## src/rtl/header_feeder_pkg.sv

```systemverilog
// Shared constants, FSM state type and byte-to-word helpers for header_feeder.
package hdr_feeder_pkg;

  localparam int HDR_BYTES  = 80;
  localparam int HDR_WORDS  = 20;
  localparam int NONCE_WORD = 19;

  typedef enum logic [1:0] {
    ST_IDLE  = 2'd0,
    ST_LOAD  = 2'd1,
    ST_READY = 2'd2
  } state_t;

  // Header byte n lives in word n/4.
  function automatic logic [4:0] byte_word(input logic [6:0] idx);
    return idx[6:2];
  endfunction

  // Big-endian lane: byte 0 of a word occupies bits [31:24].
  function automatic int byte_lane_lsb(input logic [6:0] idx);
    int lsb;
    case (idx[1:0])
      2'd0:    lsb = 24;
      2'd1:    lsb = 16;
      2'd2:    lsb = 8;
      default: lsb = 0;
    endcase
    return lsb;
  endfunction

endpackage

```

## src/rtl/header_feeder_if.sv

```systemverilog
// Word request bus between sha256d_wrapper (master) and header_feeder (slave).
interface header_feeder_if #(
  parameter int ADDR_W = 5
);
  logic [ADDR_W-1:0] addr;
  logic              rq;
  logic [31:0]       data;
  logic              rdy;

  modport master (output addr, output rq, input data, input rdy);
  modport slave  (input addr, input rq, output data, output rdy);
endinterface

```

## src/rtl/header_feeder_byte_loader.sv

```systemverilog
// hdr_byte_loader: byte-wide rq/rdy handshake with the host plus byte counter.
// Emits a write strobe with the byte index at each capture and flags done
// once all header bytes are in and the request line has dropped.
module hdr_byte_loader
  import hdr_feeder_pkg::*;
(
  input  logic       clk,
  input  logic       rst_n,
  input  logic       start,
  input  logic       en,
  output logic       byte_rq,
  input  logic       byte_rdy,
  input  logic [7:0] byte_data,
  output logic       wr_en,
  output logic [6:0] wr_idx,
  output logic [7:0] wr_data,
  output logic       done
);

  logic [6:0] count;

  // Raise a request when idle and bytes remain; drop it on capture.
  always_ff @(posedge clk) begin
    if (!rst_n) begin
      count   <= '0;
      byte_rq <= 1'b0;
    end else if (start) begin
      count   <= '0;
      byte_rq <= 1'b0;
    end else if (en) begin
      if (byte_rq && byte_rdy) begin
        byte_rq <= 1'b0;
        count   <= count + 7'd1;
      end else if (!byte_rq && (count < 7'(HDR_BYTES))) begin
        byte_rq <= 1'b1;
      end
    end
  end

  assign wr_en   = en && byte_rq && byte_rdy;
  assign wr_idx  = count;
  assign wr_data = byte_data;
  assign done    = en && !byte_rq && (count == 7'(HDR_BYTES));

endmodule

```

## src/rtl/header_feeder.sv

```systemverilog
// header_feeder: stores an 80-byte block header loaded over the byte pins and
// serves 32-bit words to sha256d_wrapper. Owns the little-endian nonce field
// (word NONCE_WORD) so successive hash attempts need no pin traffic.
// Optional build macro HDR_FEEDER_AUTO_NONCE_EN adds a hash_done input that
// advances the nonce like nonce_inc (both together advance by one).
module header_feeder #(
  parameter int HDR_WORDS  = hdr_feeder_pkg::HDR_WORDS,
  parameter int NONCE_WORD = hdr_feeder_pkg::NONCE_WORD,
  parameter int ADDR_W     = 5
) (
  input  logic        clk,
  input  logic        rst_n,
  input  logic        load_start,
  output logic        byte_rq,
  input  logic        byte_rdy,
  input  logic [7:0]  byte_data,
  header_feeder_if.slave hs,
  input  logic        nonce_inc,
`ifdef HDR_FEEDER_AUTO_NONCE_EN
  input  logic        hash_done,
`endif
  output logic        hdr_valid,
  output logic [31:0] nonce,
  output logic        nonce_wrap
);
  import hdr_feeder_pkg::*;

  function automatic logic [31:0] bswap32(input logic [31:0] w);
    return {w[7:0], w[15:8], w[23:16], w[31:24]};
  endfunction

  state_t      state;
  logic [31:0] words [HDR_WORDS];
  logic        rq_p0;
  logic        rq_edge;
  logic [31:0] rd_word;
  logic        advance;
  logic [31:0] nonce_nxt;

  logic        ld_start;
  logic        ld_wr;
  logic [6:0]  ld_idx;
  logic [7:0]  ld_data;
  logic        ld_done;

  assign ld_start = load_start && (state != ST_LOAD);

  hdr_byte_loader u_loader (
    .clk       (clk),
    .rst_n     (rst_n),
    .start     (ld_start),
    .en        (state == ST_LOAD),
    .byte_rq   (byte_rq),
    .byte_rdy  (byte_rdy),
    .byte_data (byte_data),
    .wr_en     (ld_wr),
    .wr_idx    (ld_idx),
    .wr_data   (ld_data),
    .done      (ld_done)
  );

`ifdef HDR_FEEDER_AUTO_NONCE_EN
  assign advance = nonce_inc | hash_done;
`else
  assign advance = nonce_inc;
`endif

  assign nonce     = bswap32(words[NONCE_WORD]);
  assign nonce_nxt = nonce + 32'd1;
  assign rq_edge   = hs.rq && !rq_p0;

  // Word lookup; addresses past the header read as zero.
  always_comb begin
    rd_word = '0;
    if (hs.addr < ADDR_W'(HDR_WORDS)) rd_word = words[hs.addr];
  end

  // Control FSM, header store, nonce update and word server.
  // The server samples the store before this edge's writes, so a request
  // coinciding with a nonce advance returns the pre-increment word.
  always_ff @(posedge clk) begin
    if (!rst_n) begin
      state      <= ST_IDLE;
      hdr_valid  <= 1'b0;
      nonce_wrap <= 1'b0;
      hs.data    <= '0;
      hs.rdy     <= 1'b0;
      rq_p0      <= 1'b0;
      for (int i = 0; i < HDR_WORDS; i++) words[i] <= '0;
    end else begin
      rq_p0  <= hs.rq;
      hs.rdy <= rq_edge;
      if (rq_edge) hs.data <= rd_word;

      case (state)
        ST_IDLE: begin
          if (load_start) begin
            state      <= ST_LOAD;
            hdr_valid  <= 1'b0;
            nonce_wrap <= 1'b0;
          end
        end
        ST_LOAD: begin
          if (ld_wr) words[byte_word(ld_idx)][byte_lane_lsb(ld_idx) +: 8] <= ld_data;
          if (ld_done) begin
            state     <= ST_READY;
            hdr_valid <= 1'b1;
          end
        end
        ST_READY: begin
          if (load_start) begin
            state      <= ST_LOAD;
            hdr_valid  <= 1'b0;
            nonce_wrap <= 1'b0;
          end else if (advance) begin
            words[NONCE_WORD] <= bswap32(nonce_nxt);
            if (nonce == 32'hFFFF_FFFF) nonce_wrap <= 1'b1;
          end
        end
        default: state <= ST_IDLE;
      endcase
    end
  end

endmodule

```

## src/flat_wrapper.sv

```systemverilog
// flat-port wrapper written by rule: the top's interface ports become plain ports
module header_feeder_flat import hdr_feeder_pkg::*;
#(
  parameter int HDR_WORDS  = hdr_feeder_pkg::HDR_WORDS,
  parameter int NONCE_WORD = hdr_feeder_pkg::NONCE_WORD,
  parameter int ADDR_W     = 5
)
  (clk, rst_n, load_start, byte_rq, byte_rdy, byte_data, nonce_inc, hdr_valid, nonce, nonce_wrap, hs_addr, hs_rq, hs_data, hs_rdy);
  header_feeder_if #(.ADDR_W(ADDR_W)) hs_i ();
  input  logic clk;
  input  logic rst_n;
  input  logic load_start;
  output logic byte_rq;
  input  logic byte_rdy;
  input  logic [7:0] byte_data;
  input  logic nonce_inc;
  output logic hdr_valid;
  output logic [31:0] nonce;
  output logic nonce_wrap;
  input wire logic [$bits(hs_i.addr)-1:0] hs_addr;
  input wire logic [$bits(hs_i.rq)-1:0] hs_rq;
  output wire logic [$bits(hs_i.data)-1:0] hs_data;
  output wire logic [$bits(hs_i.rdy)-1:0] hs_rdy;
  assign hs_i.addr = hs_addr;
  assign hs_i.rq = hs_rq;
  assign hs_data = hs_i.data;
  assign hs_rdy = hs_i.rdy;
  header_feeder #(.HDR_WORDS(HDR_WORDS), .NONCE_WORD(NONCE_WORD), .ADDR_W(ADDR_W)) u_core (.clk(clk), .rst_n(rst_n), .load_start(load_start), .byte_rq(byte_rq), .byte_rdy(byte_rdy), .byte_data(byte_data), .hs(hs_i), .nonce_inc(nonce_inc), .hdr_valid(hdr_valid), .nonce(nonce), .nonce_wrap(nonce_wrap));
endmodule
```

## config.mk

```make
export PLATFORM = sky130hd
export DESIGN_NAME = header_feeder_flat
export DESIGN_NICKNAME = d
export VERILOG_FILES = /design/src/rtl/header_feeder_pkg.sv /design/src/rtl/header_feeder_if.sv /design/src/rtl/header_feeder_byte_loader.sv /design/src/rtl/header_feeder.sv /design/src/flat_wrapper.sv
export SDC_FILE = /design/constraint.sdc
export NUM_CORES = 1
export LEC_CHECK = 0
export CAP_MARGIN = 20
export CORE_UTILIZATION = 30
export DETAILED_ROUTE_END_ITERATION = 6
export PLACE_DENSITY = 0.43
export RECOVER_POWER = 25
export REMOVE_ABC_BUFFERS = 1
export SYNTH_ARGS = -nofsm -noshare
export SYNTH_HDL_FRONTEND = slang
export SYNTH_SLANG_ARGS = --single-unit
```

## constraint.sdc

```tcl
create_clock -name clk -period 4.2 [get_ports clk]
set_input_delay 1.26 -clock clk [delete_from_list [all_inputs] [get_ports clk]]
set_output_delay 1.26 -clock clk [all_outputs]
set_load 0.03 [all_outputs]
```

==> results.yml <==
run_status:
  status: "complete, no violations"
cts:
  clkTransAtPathRegs_ns: 0.06
  cts_root_buf: "clkbuf_16"
  cts_buffer_depth: 3
  htree_levels: 3
  clock_sinks: 686
  post_cts_buffers: 0
  cts_buffers: 80
  cts_hold_repair.buffers: 0
  tritoncts: "built"
  ctsResizeCount: 0
  worstSkewPairLatency_ns: 0.64
global_routing:
  grt_pass1_wl_mm: 140.4
  antenna_found_initial: 3
  track_usage_pct: 19.06
  grt_pass1_vias: 19250
  grt_overflow: 0
  grt_max_degree: 65
logic_synthesis:
  synth_edf_count: 640
  synthCells: 2269
  synth-compound-area-share_pct: 2.569
  synthTopCellsByArea: "edfxtp_1 63%, mux4_2 12%, nor2_1 7.9%"
  synth_area_mm2: 0.03054
  synthSimpleGateAreaFrac_pct: 12.80
  postSynth.asyncResetShare_pct: 0
  synth.distinct_cells: 46
  yosys_warnings: 0
  synth_fa_ha_area_share_pct: 0.3278
  synth_top_cell_by_area: "edfxtp_1"
  ys_seq_area_share_pct: 65.95
  ys_ff_latch: 686
  syn_area_per_cell_um2: 13.46
  synth_xor_area_share_pct: 0.9751
  synth_top_area_share_pct: 62.93
  ys.flop_type: "edfxtp_1"
  synth_top_family_by_area: "multiplexers"
  synthMuxAreaShare_pct: 15.17
power_and_ir_drop:
  irDropWorstVdd_v: 0.0002295
  p_int_mw: 12.82
  p_comb_share_pct: 7.1
  p_leak_nw: 11.58
  power_frac_seq_pct: 48.3
  power_density_mw_per_mm2: 457.3
  p_clk_share_pct: 44.6
  p_sw_share_pct: 22.38
  power.switching_mw: 3.696
sta:
  fin_worst_skew_ns: 0.02985
  grt_setup_unrepaired: "false"
  fmax_mhz: 302.2
  worst_pin_slew_ns: 1.280
  drv_slew: 0
  relSlewSlack_pct: 14.35
  hold_viol: 0
  whs_ns: 0.4709
  fin_crit_sh_pct: 78.79
  fin_crit_ns: 3.309
  setup_viol: 0
worst_setup_path:
  worstPathArrival_ns: 2.05
  crit_buf_inv: 1
  crit_type: "reg -> out"
  critPathSlowestCell: "clkdlybuf4s50_1"
  critPathMaxStageDelay_ns: 0.84
  path_cells: "clkdlybuf4s50_1"
  crit_family: "buffers and inverters"
  start_kind: "flop"
  crit_fanout: 7
  cp-end-kind: "primary output"
  cp.required_ns: 2.94
floorplan:
  initial_core_util_pct: 30.41
  die_area_mm2: 0.1031
  dieHeight_um: 321.1
  die_w_um: 321.1
  io_pins: 87
  core_mm2: 0.1004
  rows: 116
route:
  wirelength_mm: 98.84
  drtIter0Drc: 1820
  wl_per_cell_um: 25.96
  ant_nets: 0
  via_per_inst: 5.095
  firstDrtPassIters: 5
  routed-via-count: 19400
  drc: 0
placed_design:
  dp_hpwl_mm: 69.08
  place.gp.congestion: 0.8117
  numPortBuffers: 86
finish:
  final_util_pct: 35.96
  final_cell_mix: "644 x nor2_1, 640 x edfxtp_1, 249 x nand2_1"
  area_growth_pct: 18.26
  nFillCells: 9714
  layout.nets: 2410
  drive_gt1_share_pct: 17.08
  final_common_cell: "nor2_1"
worst_hold_path:
  min_path_type: "reg -> reg"
job:
  drv_cap: 0
==> per-stage QoR <==
| stage | worst slack (ns) | cell area, um2 | setup TNS [ns] | power (mW) | cells |
|---|---|---|---|---|---|
| after floorplan | -0.9218 | 29900 | -28.03 | 8.653 | 2111 |
| after global placement | 0.5333 | 33420 | 0 | 9.293 | 3658 |
| after detailed placement | 0.5230 | 33420 | 0 | 9.302 | 3658 |
| after CTS | 0.8774 | 36180 | 0 | 16.65 | 3805 |
| after global routing | 0.8577 | 36110 | 0 | 16.95 | 3805 |
| final | 0.8909 | 36110 | 0 | 16.52 | 3807 |
==> power groups by stage <==
stage / clock, mW / combinational (mW) / sequential, mW
3_3_place_gp: 0 / 1.17 / 8.13
5_1_grt: 7.70 / 1.24 / 8.01
2_1_floorplan: 0 / 0.569 / 8.08
4_1_cts: 7.48 / 1.18 / 7.99
6_report: 7.37 / 1.17 / 7.98
3_5_place_dp: 0 / 1.18 / 8.12
==> registers in the layout (all words and copies together), names as in the netlist <==
| signal | flops |
|---|---|
| u_core.rq_p0 | 1 |
| u_core.hs.rdy | 1 |
| u_core.hs.data | 32 |
| u_core.nonce_wrap | 1 |
| u_core.u_loader.byte_rq | 1 |
| u_core.u_loader.wr_idx | 7 |
| u_core.words | 640 |
| u_core.state | 2 |
| u_core.hdr_valid | 1 |
==> cells in the mapped netlist, types with 3 or more instances <==
master    count
ha_1          8
mux2i_1      66
or3_1         3
mux4_2      158
a21oi_1       4
dfxtp_1      46
xor2_1       11
buf_2        29
nand2_1     249
inv_1         9
and4_1        5
o22ai_1      64
nand2b_1      5
edfxtp_1    640
and2_1        3
clkbuf_1    121
and2_0        3
nand3_1      15
nor3_1       17
o21ai_0      67
buf_1         6
nor2b_1       4
xnor2_1      23
mux2_2       32
nand4_1       9
nor2_1      646
==> cell type report <==
class | instances | area [um2] | share of cell area, %
sequential | 686 | 20140 | 55.76
multi-input combinational | 1416 | 9762 | 27.03
clock buffer | 104 | 2155 | 5.966
timing repair buffer | 190 | 1714 | 4.746
tap | 1357 | 1698 | 4.701
clock inverter | 43 | 608.1 | 1.684
inverter | 9 | 33.78 | 0.09354
antenna | 2 | 5.005 | 0.01386
==> cell families (layout without fill, tap and decap cells) <==
family | Yosys count | after routing
compound gates | 139 | 139
xor+xnor | 34 | 34
fa+ha+maj | 8 | 8
buf+inv | 167 | 346
flops | 686 | 686
mux | 258 | 258
other cells | 0 | 2
simple gates | 977 | 977
==> path summary, 6_finish.rpt <==
| kind | startpoint | end | slack, ns | cells past startpoint |
|---|---|---|---|---|
| worst max-delay path | u_core.words[19][31] | nonce[7] | 0.89 | 1 |
| worst min-delay path | u_core.hdr_valid | u_core.hdr_valid | 0.47 | 2 |
| worst max register to register | u_core.u_loader.wr_idx[3] | u_core.words[19][29] | 1.15 | 4 |
| worst min register to register | u_core.hdr_valid | u_core.hdr_valid | 0.47 | 2 |
==> layer usage <==
layer	vias up	part of all wire [%]	track usage [%]	wire [um]
met3	125	6.7	3.079	6643
met5	-	0	0	0
met4	0	2.6	6.286	2553
met1	9992	44	26.39	43280
li1	8535	-	-	-
met2	745	47	30.43	46370
Power figures use the tool's default switching activity.
